===== config.mk =====
export PLATFORM = sky130hd
export DESIGN_NAME = ifu_fetch_ctrl
export DESIGN_NICKNAME = d
export VERILOG_FILES = /design/src/rtl/ifu_fetch_ctrl_pkg.sv /design/src/rtl/fetch_timeout_ctr.sv /design/src/rtl/ifu_fetch_ctrl.sv
export SDC_FILE = /design/constraint.sdc
export NUM_CORES = 1
export LEC_CHECK = 0
export CELL_PAD_IN_SITES_DETAIL_PLACEMENT = 1
export CELL_PAD_IN_SITES_GLOBAL_PLACEMENT = 2
export CORE_MARGIN = 2
export CORE_UTILIZATION = 28
export CTS_CLUSTER_DIAMETER = 150
export DETAILED_ROUTE_END_ITERATION = 10
export PLACE_DENSITY_LB_ADDON = 0.1
export SYNTH_ARGS = -nofsm -noshare
export SYNTH_HDL_FRONTEND = slang
export SYNTH_SLANG_ARGS = --single-unit

===== constraint.sdc =====
create_clock -name clk -period 2.54 [get_ports clk]
set_input_delay 0.381 -clock clk [delete_from_list [all_inputs] [get_ports clk]]
set_output_delay 0.381 -clock clk [all_outputs]
set_load 0.05 [all_outputs]

===== src/rtl/ifu_fetch_ctrl_pkg.sv =====
// Shared state, error-cause and bus-response definitions for the instruction fetch controller.
package ifu_fetch_ctrl_pkg;

  typedef enum logic [2:0] {
    ST_IDLE,
    ST_REQ,
    ST_WAIT,
    ST_HOLD,
    ST_WB_WAIT,
    ST_ERR
  } fetch_state_t;

  typedef enum logic [1:0] {
    CAUSE_NONE     = 2'd0,
    CAUSE_BUS      = 2'd1,
    CAUSE_MISALIGN = 2'd2,
    CAUSE_TIMEOUT  = 2'd3
  } err_cause_t;

  localparam logic [1:0]  RESP_OKAY        = 2'b00;
  localparam logic [31:0] DEFAULT_RESET_PC = 32'h8000_0000;

  function automatic logic pc_aligned(input logic [1:0] pc_lsb);
    return pc_lsb == 2'b00;
  endfunction

endpackage


===== src/rtl/fetch_timeout_ctr.sv =====
// Loadable up-counter with clear/enable; tc flags the last permitted enabled cycle.
// Latency: cnt updates one edge after clr/load/en; tc is combinational from cnt and en.
// Backpressure: none, the owner decides when to enable and clear.
module fetch_timeout_ctr #(
  parameter int TIMEOUT = 255,
  parameter int CW      = 16
) (
  input  logic          clk,
  input  logic          rst,
  input  logic          clr,
  input  logic          en,
  input  logic          load,
  input  logic [CW-1:0] load_val,
  output logic          tc
);

  localparam logic [CW-1:0] TC_VAL = CW'(TIMEOUT - 1);

  logic [CW-1:0] cnt;

  always_ff @(posedge clk or negedge rst) begin
    if (!rst) begin
      cnt <= '0;
    end else if (clr) begin
      cnt <= '0;
    end else if (load) begin
      cnt <= load_val;
    end else if (en) begin
      cnt <= cnt + CW'(1);
    end
  end

  // Asserted during the TIMEOUT-th enabled cycle, so the owner leaves on that edge.
  assign tc = en && (cnt == TC_VAL);

endmodule


===== src/rtl/ifu_fetch_ctrl.sv =====
// Multi-cycle instruction fetch: one read per PC, instruction held to decode, then waits for next PC.
// Latency: out_valid one cycle after the accepted rvalid; best case four cycles per instruction.
// Backpressure: holds arvalid until arready and out_valid until out_ready; one fetch outstanding.
module ifu_fetch_ctrl
  import ifu_fetch_ctrl_pkg::*;
#(
  parameter logic [31:0] RESET_PC = DEFAULT_RESET_PC,
  parameter int          TIMEOUT  = 255
) (
  input  logic        clk,
  input  logic        rst,
  output logic        arvalid,
  output logic [31:0] araddr,
  input  logic        arready,
  input  logic        rvalid,
  input  logic [31:0] rdata,
  input  logic [1:0]  rresp,
  output logic        rready,
  output logic        out_valid,
  output logic [31:0] out_inst,
  output logic [31:0] out_pc,
  input  logic        out_ready,
  input  logic        wb_valid,
  input  logic [31:0] wb_dnpc,
  output logic        fetch_err,
  output logic [1:0]  err_cause,
  output logic [31:0] fetch_cnt
);

  fetch_state_t state;
  logic [31:0]  pc;
  logic         in_wait;
  logic         wait_exit;
  logic         to_tc;

  assign araddr    = pc;
  assign in_wait   = (state == ST_WAIT);
  assign wait_exit = in_wait && (rvalid || to_tc);

  fetch_timeout_ctr #(
    .TIMEOUT (TIMEOUT)
  ) u_timeout (
    .clk      (clk),
    .rst      (rst),
    .clr      (wait_exit),
    .en       (in_wait),
    .load     (1'b0),
    .load_val ('0),
    .tc       (to_tc)
  );

  always_ff @(posedge clk or negedge rst) begin
    if (!rst) begin
      state     <= ST_IDLE;
      pc        <= RESET_PC;
      arvalid   <= 1'b0;
      rready    <= 1'b0;
      out_valid <= 1'b0;
      out_inst  <= '0;
      out_pc    <= RESET_PC;
      fetch_err <= 1'b0;
      err_cause <= CAUSE_NONE;
      fetch_cnt <= '0;
    end else begin
      case (state)
        ST_IDLE: begin
          state   <= ST_REQ;
          arvalid <= 1'b1;
        end
        ST_REQ: begin
          if (arready) begin
            state   <= ST_WAIT;
            arvalid <= 1'b0;
            rready  <= 1'b1;
          end
        end
        ST_WAIT: begin
          // Data arriving on the timeout cycle still counts as a good fetch.
          if (rvalid) begin
            rready <= 1'b0;
            if (rresp == RESP_OKAY) begin
              state     <= ST_HOLD;
              out_valid <= 1'b1;
              out_inst  <= rdata;
              out_pc    <= pc;
              fetch_cnt <= fetch_cnt + 32'd1;
            end else begin
              state     <= ST_ERR;
              fetch_err <= 1'b1;
              err_cause <= CAUSE_BUS;
            end
          end else if (to_tc) begin
            rready    <= 1'b0;
            state     <= ST_ERR;
            fetch_err <= 1'b1;
            err_cause <= CAUSE_TIMEOUT;
          end
        end
        ST_HOLD: begin
          if (out_ready) begin
            state     <= ST_WB_WAIT;
            out_valid <= 1'b0;
          end
        end
        ST_WB_WAIT: begin
          if (wb_valid) begin
            if (pc_aligned(wb_dnpc[1:0])) begin
              pc      <= wb_dnpc;
              state   <= ST_REQ;
              arvalid <= 1'b1;
            end else begin
              state     <= ST_ERR;
              fetch_err <= 1'b1;
              err_cause <= CAUSE_MISALIGN;
            end
          end
        end
        ST_ERR: begin
          state <= ST_ERR;
        end
        default: begin
          state     <= ST_ERR;
          arvalid   <= 1'b0;
          rready    <= 1'b0;
          out_valid <= 1'b0;
          fetch_err <= 1'b1;
        end
      endcase
    end
  end

endmodule


After elaboration in Yosys (flattened, before gate mapping)
Cells that the tools add are included.
{ "word_totals": {"reg_bits": 153, "word_cells": 86, "input_bits": 72, "output_inout_bits": 134} }
{ "classes": {"eq_ne": 15, "muxes": 34, "n_reduce_logical": 20, "add_sub_neg": 2, "bitwise": 4} }
{ "ops": {"columns": ["operator", "count"], "rows": [
  ["32-bit by 1-bit adder with 32-bit output (second input constant)", 1],
  ["16-bit 2-to-1 mux", 2],
  ["3-bit 2-to-1 mux", 7],
  ["16-bit by 1-bit adder with 16-bit output (second input constant)", 1],
  ["16-bit by 8-bit == test with 1-bit output (second input constant)", 1],
  ["3-bit case mux with 5 select lines", 1],
  ["1-bit 2-to-1 mux", 14],
  ["2-bit != test (second input constant)", 6],
  ["4-bit AND reduction", 3],
  ["4-bit OR reduction", 3],
  ["2-bit 2-to-1 mux", 5],
  ["5-bit AND reduction", 2],
  ["1-bit case mux with 3 select lines", 3],
  ["3-bit AND reduction", 3],
  ["3-bit by 2-bit == test with 1-bit output (second input constant)", 2],
  ["3-bit == test (second input constant)", 2],
  ["2-bit logical NOT", 2],
  ["1-bit inverter", 4],
  ["1-bit case mux with 4 select lines", 1],
  ["2-bit case mux with 2 select lines", 1],
  ["2-bit nonzero test", 2],
  ["3-bit by 1-bit == test with 1-bit output (second input constant)", 1],
  ["3-bit logical NOT", 1],
  ["3-bit by 2-bit != test with 1-bit output (second input constant)", 1],
  ["5 further kinds", 6]
]} }

Depth between registers and ports, before layout
Gate-level depths: netlist of run 1.
{ "logic_depth": {"depth_word": 5, "ltp_mapped": 9, "mapped_depth_nobuf": 7} }

By module
A second synthesis of run 1 with hierarchy kept.
{ "hier_totals": {"hier_cells": 663, "hier_area_um2": 6735.2} }
{ "modules_own_cells": {"columns": ["module", "n_inst", "seq_area_each_um2", "area_per_inst_um2", "cells_per_inst"], "rows": [
  ["ifu_fetch_ctrl", 1, 3430.8, 5651.7, 542],
  ["fetch_timeout_ctr", 1, 400.4, 1083.5, 121]
]} }

Worst setup path before layout of run 1
OpenSTA, ideal clock, no wires.
{ "synth_path": {"path_type": "register to register", "from": "register fetch_cnt[4]", "to": "register fetch_cnt[21]", "path_buffers": 0, "path_stages_with_launch": 6, "arrival_ps": 2007, "setup_slack_ps": 391, "t_required_ps": 2398, "path_cell_list": "dfrtp_1 > and3_1 > nand4_1 > nor4_4 > nand4_1 > xnor2_1"} }
{ "synth_between": {"elab_chain_len": 1} }
{ "synth_rtl": {"columns": ["element", "line_no", "rtl"], "rows": [
  ["start, declared", "ifu_fetch_ctrl.sv:27", "output logic [31:0] fetch_cnt"],
  ["start signal, assigned", "ifu_fetch_ctrl.sv:86", "fetch_cnt <= fetch_cnt + 32'd1;"],
  ["32-bit by 1-bit adder with 32-bit output", "ifu_fetch_ctrl.sv:86", null]
]} }
No other way between the ends.
A chain may end at the register's enable or synchronous reset.

Worst setup path after layout of run 1
{ "layout_path": {"from": "register u_timeout.cnt[9]", "to": "register u_timeout.cnt[6]"} }
{ "layout_between": {"elab_chain_len": 5, "elab_cells_between_ends": 6, "classes_between": "eq/ne (1); mux (1); reduce/logical (4)"} }
{ "layout_rtl": {"columns": ["element", "line_no", "rtl"], "rows": [
  ["start, declared", "fetch_timeout_ctr.sv:19", "logic [CW-1:0] cnt;"],
  ["start signal, assigned", "fetch_timeout_ctr.sv:27", "cnt <= load_val;"],
  ["start signal, assigned", "fetch_timeout_ctr.sv:29", "cnt <= cnt + CW'(1);"],
  ["16-bit by 8-bit == test with 1-bit output *", "fetch_timeout_ctr.sv:34", "assign tc = en && (cnt == TC_VAL);"],
  ["1-bit logical AND *", "fetch_timeout_ctr.sv:34", null],
  ["1-bit logical OR *", "ifu_fetch_ctrl.sv:38", "assign wait_exit = in_wait && (rvalid || to_tc);"],
  ["1-bit logical AND *", "ifu_fetch_ctrl.sv:38", null],
  ["16-bit 2-to-1 mux / 2-bit nonzero test (equally long branches)", null, null]
]} }
Every way passes the cells marked *; elsewhere a longest branch is shown, timed or not.

==> results by group, run 1 <==
Die
  • Die X-Extent: 155.9 um
  • FP Rows: 55
  • Die Ht: 155.9 um
  • Core area: 0.02264 mm2
  • Die ar.: 0.02431 mm2
  • Starting Density: 0.2854
  • IO Pins: 206

Clock tree
  • Hold-fix buffers, CTS: 1
  • Post_cts resized: 0
  • H-tree levels: 4
  • Clock Pin Slew Worst Setup and Hold Paths: 70 ps
  • Latest clock arrival within the worst-skew pair: 430 ps
  • Clock root cell: clkbuf_16
  • TritonCTS clock tree: built
  • CTS max path bufs: 2
  • CTS sink cnt: 153
  • Num CTS Buffers: 17
  • Post-CTS setup repair buffer count: 0

Worst setup path
  • Crit path kind: reg2reg
  • CP startpoint kind: register
  • Critical path arrival: 2650 ps
  • CP peak stage delay: 530 ps
  • Critical-path cell list: or4_4 > nor4_4 > or3_1 > nor3_1 > o22a_1
  • Slowest-stage cell, CP: or4_4
  • FF-to-FF setup slack: 210 ps
  • Worst Path Required: 2850 ps
  • Crit path max fanout: 16
  • Setup crit end kind: register

Routing
  • Met3 routed WL: 1781 um
  • DR WL met2: 9243 um
  • Final ANT Viol Nets: 0
  • DRC: 0
  • Routed WL per cell: 16.94 um
  • Vias: 5350
  • DR pass1 iterations: 4
  • WL met1: 8090 um
  • Top Layer Used: met4
  • First-iteration detailed-routing DRC count: 191
  • Routed WL: 19390 um
  • Number of vias per cell: 4.672

Synth
  • Post-synth top area cell: dfrtp_1
  • Netlist cell types: 45
  • Syn nets: 705
  • Syn Area/Cell: 10.26 um2
  • Post-synth EDFFs: 0
  • Sequential fraction of the synthesis area: 0.5930
  • Async SR Flop Fraction: 1.000
  • Post-Syn Instances: 630
  • Synth Warn #: 0
  • Post-synthesis cell area: 0.006461 mm2
  • Synth area leaders: dfrtp_1 58%, nand2_1 13%, mux2_2 5.6%, xnor2_1 3.7%, nand3_1 1.7%
  • Top cell type's share of synthesized area: 0.5848
  • Yosys reg bits: 153
  • Most used DFF post-synth: dfrtp_1

Placed design
  • RePlAce Congestion: 0.7871
  • Placed Area: 0.008929 mm2
  • IO buf count: 205
  • Dpl hpwl: 13740 um

Cells and area
  • Nets: 922
  • Share of cells above drive strength 1: 0.1174
  • Antenna fix cells: 0
  • Area grow syn2layout: 47.41%
  • Finished Cell Area: 0.009524 mm2

Timing
  • Final setup fails: 0
  • Rel. slew slack: 0.6076
  • Fin crit period: 2333 ps
  • Max Clock Skew: 20.08 ps
  • Final hold vios: 0
  • F_max: 428.6 MHz
  • Worst-Margin Slew: 586.8 ps
  • Setup TNS Final: 0 ps
  • Fin Hold WS: 405.6 ps
  • Final period util: 0.9187
  • RSZ-0062 raised after global routing: false
  • Max-slew violation count: 0

Power
  • Peak VDD IR: 0.4632 mV
  • Pwr dens: 949.3 mW/mm2
  • Pleak: 4.363 nW

GRT
  • Vias in the first global route: 5846
  • First-pass GRT wire length: 31340 um
  • Total gr overflow: 0
  • Initial antenna violation count: 0
  • Aggregate global-route resource usage: 0.1653
  • Largest net degree at the start of global routing: 59

Status
  • Status: completed

Job
  • Max-cap violation count: 0

Hold path
  • Worst min-delay path category: in2async
routing by layer:
metal	GRT usage	up-vias
li1	-	2526
met1	0.1944	2666
met2	0.2722	143
met3	0.07500	15
met4	0.04893	0
met5	0	-
through the flow:
| step | instances | setup slack, ps | power [mW] | utilization |
|---|---|---|---|---|
| after floorplan | 630 | 391.4 | 5.325 | - |
| after global placement | 1112 | 178.1 | 6.515 | 0.3944 |
| after detailed placement | 1112 | 109.3 | 6.573 | 0.3944 |
| after CTS | 1145 | 196.7 | 9.167 | 0.4207 |
| after global routing | 1145 | 62.20 | 9.516 | 0.4207 |
| final | 1145 | 206.6 | 9.042 | 0.4207 |
sequential cells by signal (all words and copies together) (netlist names):
| name | cells |
|---|---|
| rready | 1 |
| out_valid | 1 |
| arvalid | 1 |
| fetch_cnt | 32 |
| state | 3 |
| u_timeout.cnt | 16 |
| err_cause | 2 |
| fetch_err | 1 |
| araddr | 32 |
| out_inst | 32 |
| out_pc | 32 |
cell usage after synthesis, drive strengths merged, types with 2 or more instances:
library cell  number
dfstp              2
o2bb2ai            2
buf               13
ha                 3
and4               7
and2               3
dfrtp            151
o21ai             11
nand4             15
nand3             22
xor2               5
inv               10
nor4               4
nor3b              2
xnor2             27
a21oi             15
nor3               7
nor2              18
mux2              32
or3               10
a31oi             11
or3b               2
nand2            229
clkbuf            14
a311oi             2
and3               4
cells in the final DEF, fill, tap and decap left out, types with 17 or more instances in the layout:
master,netlist,routed
clkdlybuf4s50_1,0,204
clkbuf_16,0,17
dfrtp_1,151,151
nand2_1,229,228
nor2_1,18,17
xnor2_1,27,27
nand3_1,22,22
mux2_2,32,32
final timing paths:
| check | from | end | depth (start not counted) |
|---|---|---|---|
| setup reg to reg | u_timeout.cnt[9]$_DFFE_PN0P_ | u_timeout.cnt[6]$_DFFE_PN0P_ | 5 |
| max in group asynchronous | rst | out_pc[24]$_DFFE_PN0P_ | 3 |
| min in group clk | out_pc[31]$_DFFE_PN1P_ | out_pc[31]$_DFFE_PN1P_ | 2 |
| hold / removal | rst | u_timeout.cnt[14]$_DFFE_PN0P_ | 2 |
| hold reg to reg | out_pc[31]$_DFFE_PN1P_ | out_pc[31]$_DFFE_PN1P_ | 2 |
| setup / recovery | u_timeout.cnt[9]$_DFFE_PN0P_ | u_timeout.cnt[6]$_DFFE_PN0P_ | 5 |
kinds of logic after synthesis:
| logic type | share of synthesized area |
|---|---|
| and+or+nand+nor | 0.2302 |
| DFF | 0.5930 |
| AOI/OAI and AO/OA | 0.04357 |
| buffers and inverters | 0.02827 |
| xor gates and xnor gates | 0.04338 |
| muxes | 0.05577 |
| adders and majority gates | 0.005810 |
worst max-delay path, delay by kind of cell (launching register included):
kind,cells,cell delay [ps]
AOI/OAI and AO/OA,1,220
and+or+nand+nor,4,1530
DFF,1,470
area by class of cell:
cell class / count / area, um2
Tap cell: 285 / 356.6
Fill cell: 2532 / 13120
Inverter: 10 / 37.54
Timing Repair Buffer: 225 / 2256
Multi-Input combinational cell: 440 / 2457
Clock inverter: 13 / 132.6
Clock buffer: 19 / 452.9
Sequential cell: 153 / 3831
report_power, final:
| group | total (mW) | internal, mW | switching, mW |
|---|---|---|---|
| Clock | 2.53 | 1.43 | 1.11 |
| Combinational | 3.20 | 1.16 | 2.05 |
| Sequential | 3.31 | 2.92 | 0.387 |
Power figures use the tool's default switching activity.
==> inputs of run 2 (changes only) <==
--- a/config.mk
+++ b/config.mk
@@ -7,6 +7,7 @@
 export LEC_CHECK = 0
 export CELL_PAD_IN_SITES_DETAIL_PLACEMENT = 1
 export CELL_PAD_IN_SITES_GLOBAL_PLACEMENT = 2
+export CORE_ASPECT_RATIO = 0.5
 export CORE_MARGIN = 2
 export CORE_UTILIZATION = 28
 export CTS_CLUSTER_DIAMETER = 150
==> run 2 against run 1 <==
Global-route usage increased by 0.30 points. Maximum frequency grew 5.7%. Combinational power about the same. Sequential share of layout area increased by 0.074 points.
==> results by group, run 2 (synthesis gave the netlist of run 1 again) <==
Power
  • Pleak: 4.341 nW (-0.50%)
  • Sw Share: 0.3866 (-0.004703)
  • Clock group share of total power: 0.269 (-0.011)
  • Internal power: 5.452 mW (-0.93%)
  • Peak VDD IR: 0.5945 mV (+28%)
  • Tot Pwr: 8.889 mW (-1.7%)
  • Seq pwr share: 0.374 (+0.008)
  • Combinational Power Share: 0.357 (+0.003)
  • Switching power: 3.437 mW (-2.9%)
  • Pwr dens: 935.0 mW/mm2 (-1.5%)

Routing
  • DR pass1 iterations: 4 (unchanged)
  • Routed WL per cell: 16.52 um (-2.4%)
  • DRC: 0 (unchanged)
  • First-iteration detailed-routing DRC count: 229 (+20%)
  • Final ANT Viol Nets: 0 (unchanged)
  • Number of vias per cell: 4.558 (-2.4%)
  • Routed WL: 19240 um (-0.81%)
  • Vias: 5306 (-0.82%)

Worst setup path
  • Crit path max fanout: 19 (+3)
  • Critical-path cell list: or4_4 > nor4_4 > nor3_4 > nor2_1 > mux2_2
  • Critical path arrival: 2530 ps (-120 ps)
  • FF-to-FF setup slack: 330 ps (+130 ps)
  • Worst Path Required: 2860 ps (about the same)
  • Slowest-stage cell, CP: or4_4
  • Crit path kind: reg2reg
  • Setup crit end kind: register
  • CP peak stage delay: 550 ps (+20 ps)
  • CP startpoint kind: register

Timing
  • Final setup fails: 0 (unchanged)
  • Rel. slew slack: 0.4631 (-0.1444)
  • Max-slew violation count: 0 (unchanged)
  • Fin crit period: 2207 ps (-126.9 ps)
  • Final hold vios: 0 (unchanged)
  • Max Clock Skew: 4.957 ps (-15.12 ps)
  • Final period util: 0.8687 (-0.04995)
  • Fin Hold WS: 357.8 ps (-47.81 ps)
  • F_max: 453.2 MHz (+5.7%)
  • RSZ-0062 raised after global routing: false
  • Worst-Margin Slew: 802.7 ps (+215.9 ps)

GRT
  • First-pass GRT wire length: 31790 um (+1.4%)
  • Vias in the first global route: 5739 (-1.8%)
  • Initial antenna violation count: 0 (unchanged)
  • Aggregate global-route resource usage: 0.1683 (+0.002990)
  • Total gr overflow: 0 (unchanged)
  • Largest net degree at the start of global routing: 78 (+32%)

Cells and area
  • Nets: 920 (-0.22%)
  • Most frequent cells in the layout: 228 x nand2_1, 204 x clkdlybuf4s50_1, 151 x dfrtp_1
  • Antenna fix cells: 0 (unchanged)
  • Share of cells above drive strength 1: 0.1120 (-0.005423)
  • Commonest non-fill, non-tap cell in the layout: nand2_1
  • Area grow syn2layout: 47.13%
  • Finished Layout Cells: 1164 (+1.7%)
  • Fillers: 2538 (+0.24%)
  • Finished Cell Area: 0.009507 mm2 (-0.18%)

Hold path
  • Worst min-delay path category: in2async

Placed design
  • Placed Area: 0.008941 mm2 (+0.14%)
  • Dpl hpwl: 13070 um (-4.9%)
  • IO buf count: 205 (unchanged)
  • Placed insts: 1132 (+1.8%)
  • RePlAce Congestion: 0.7710 (-2.0%)

Clock tree
  • Post-CTS setup repair buffer count: 0 (unchanged)
  • Num CTS Buffers: 17 (unchanged)
  • H-tree levels: 4 (unchanged)
  • Latest clock arrival within the worst-skew pair: 440 ps (about the same)
  • Clock Pin Slew Worst Setup and Hold Paths: 60 ps (about the same)
  • TritonCTS clock tree: built
  • Clock root cell: clkbuf_16
  • CTS max path bufs: 2 (unchanged)
  • CTS sink cnt: 153 (unchanged)

Die
  • FP Rows: 39 (-29%)
  • Die ar.: 0.02438 mm2 (+0.31%)
  • IO Pins: 206 (unchanged)
  • Starting Density: 0.2841 (-0.001241)
  • Die Ht: 111.4 um (-29%)
  • Die X-Extent: 218.8 um (+40%)
  • Core area: 0.02274 mm2 (+0.44%)

Status
  • Status: completed

Job
  • Max-cap violation count: 0 (unchanged)
==> run 2: cell types whose count changed in the layout (fill, tap and decap cells not counted), moves of 2 or more <==
| cell | before | now |
|---|---|---|
| clkbuf_8 | 2 | 5 |
| buf_4 | 15 | 13 |
| clkinv_4 | 5 | 0 |
| clkbuf_1 | 0 | 3 |
| inv_6 | 5 | 1 |
| clkinv_2 | 0 | 3 |
==> run 2: layout make-up <==
| class | instances | area, um2 | area share |
|---|---|---|---|
| flip-flops and latches | 153 | 3831 | 0.4030 |
| inverters | 10 | 37.54 | 0.003948 |
| clock inverters | 6 | 38.79 | 0.004080 |
| clock buffers | 25 | 505.5 | 0.05317 |
| repair buffers | 223 | 2241 | 0.2357 |
| multi-input cells | 440 | 2469 | 0.2597 |
| well taps | 307 | 384.1 | 0.04041 |
==> run 2: final timing paths <==
kind	cells past startpoint	to	startpoint
worst max register to register	5	state[0]$_DFFE_PN0P_	u_timeout.cnt[8]$_DFFE_PN0P_
max in group asynchronous	3	araddr[16]$_DFFE_PN0P_	rst
min in group clk	2	out_pc[31]$_DFFE_PN1P_	araddr[31]$_DFFE_PN1P_
worst min register to register	2	out_pc[31]$_DFFE_PN1P_	araddr[31]$_DFFE_PN1P_
worst min-delay path	2	u_timeout.cnt[3]$_DFFE_PN0P_	rst
worst max-delay path	5	state[0]$_DFFE_PN0P_	u_timeout.cnt[8]$_DFFE_PN0P_
==> run 2: critical path: cells and delay by family (launching register included) <==
kind             cells  cell delay (ps)
flip-flops           1              450
multiplexers         1              360
AND/OR/NAND/NOR      4             1280
==> run 2: metal layers <==
layer	GRT usage	up-vias	share of wire
li1	-	2525	-
met1	0.2153	2680	0.45
met2	0.2717	84	0.48
met3	0.05492	17	0.051
met4	0.05135	0	0.012
met5	0	-	0
==> run 2: repair_timing <==
item,4_1_cts,5_1_grt
setup endpoints to repair,0,2
gates resized for setup,0,2
hold buffers,1,0
endpoints found under the hold margin,16,0
==> run 2: power by group through the flow <==
stage,clock network [mW],logic (mW),registers [mW]
final,2.39,3.17,3.33
after detailed placement,0,3.20,3.37
after global placement,0,3.18,3.35
after global routing,2.58,3.37,3.41
after floorplan,0,0.756,4.57
after CTS,2.49,3.21,3.33
==> run 2: stage by stage <==
stage	utilization	setup TNS, ps	setup WS [ps]
2_1_floorplan	-	0	391.4
3_3_place_gp	0.3932	0	18.72
3_5_place_dp	0.3932	-46.52	-46.52
4_1_cts	0.4176	0	79.61
5_1_grt	0.4181	0	142.2
6_report	0.4181	0	333.5
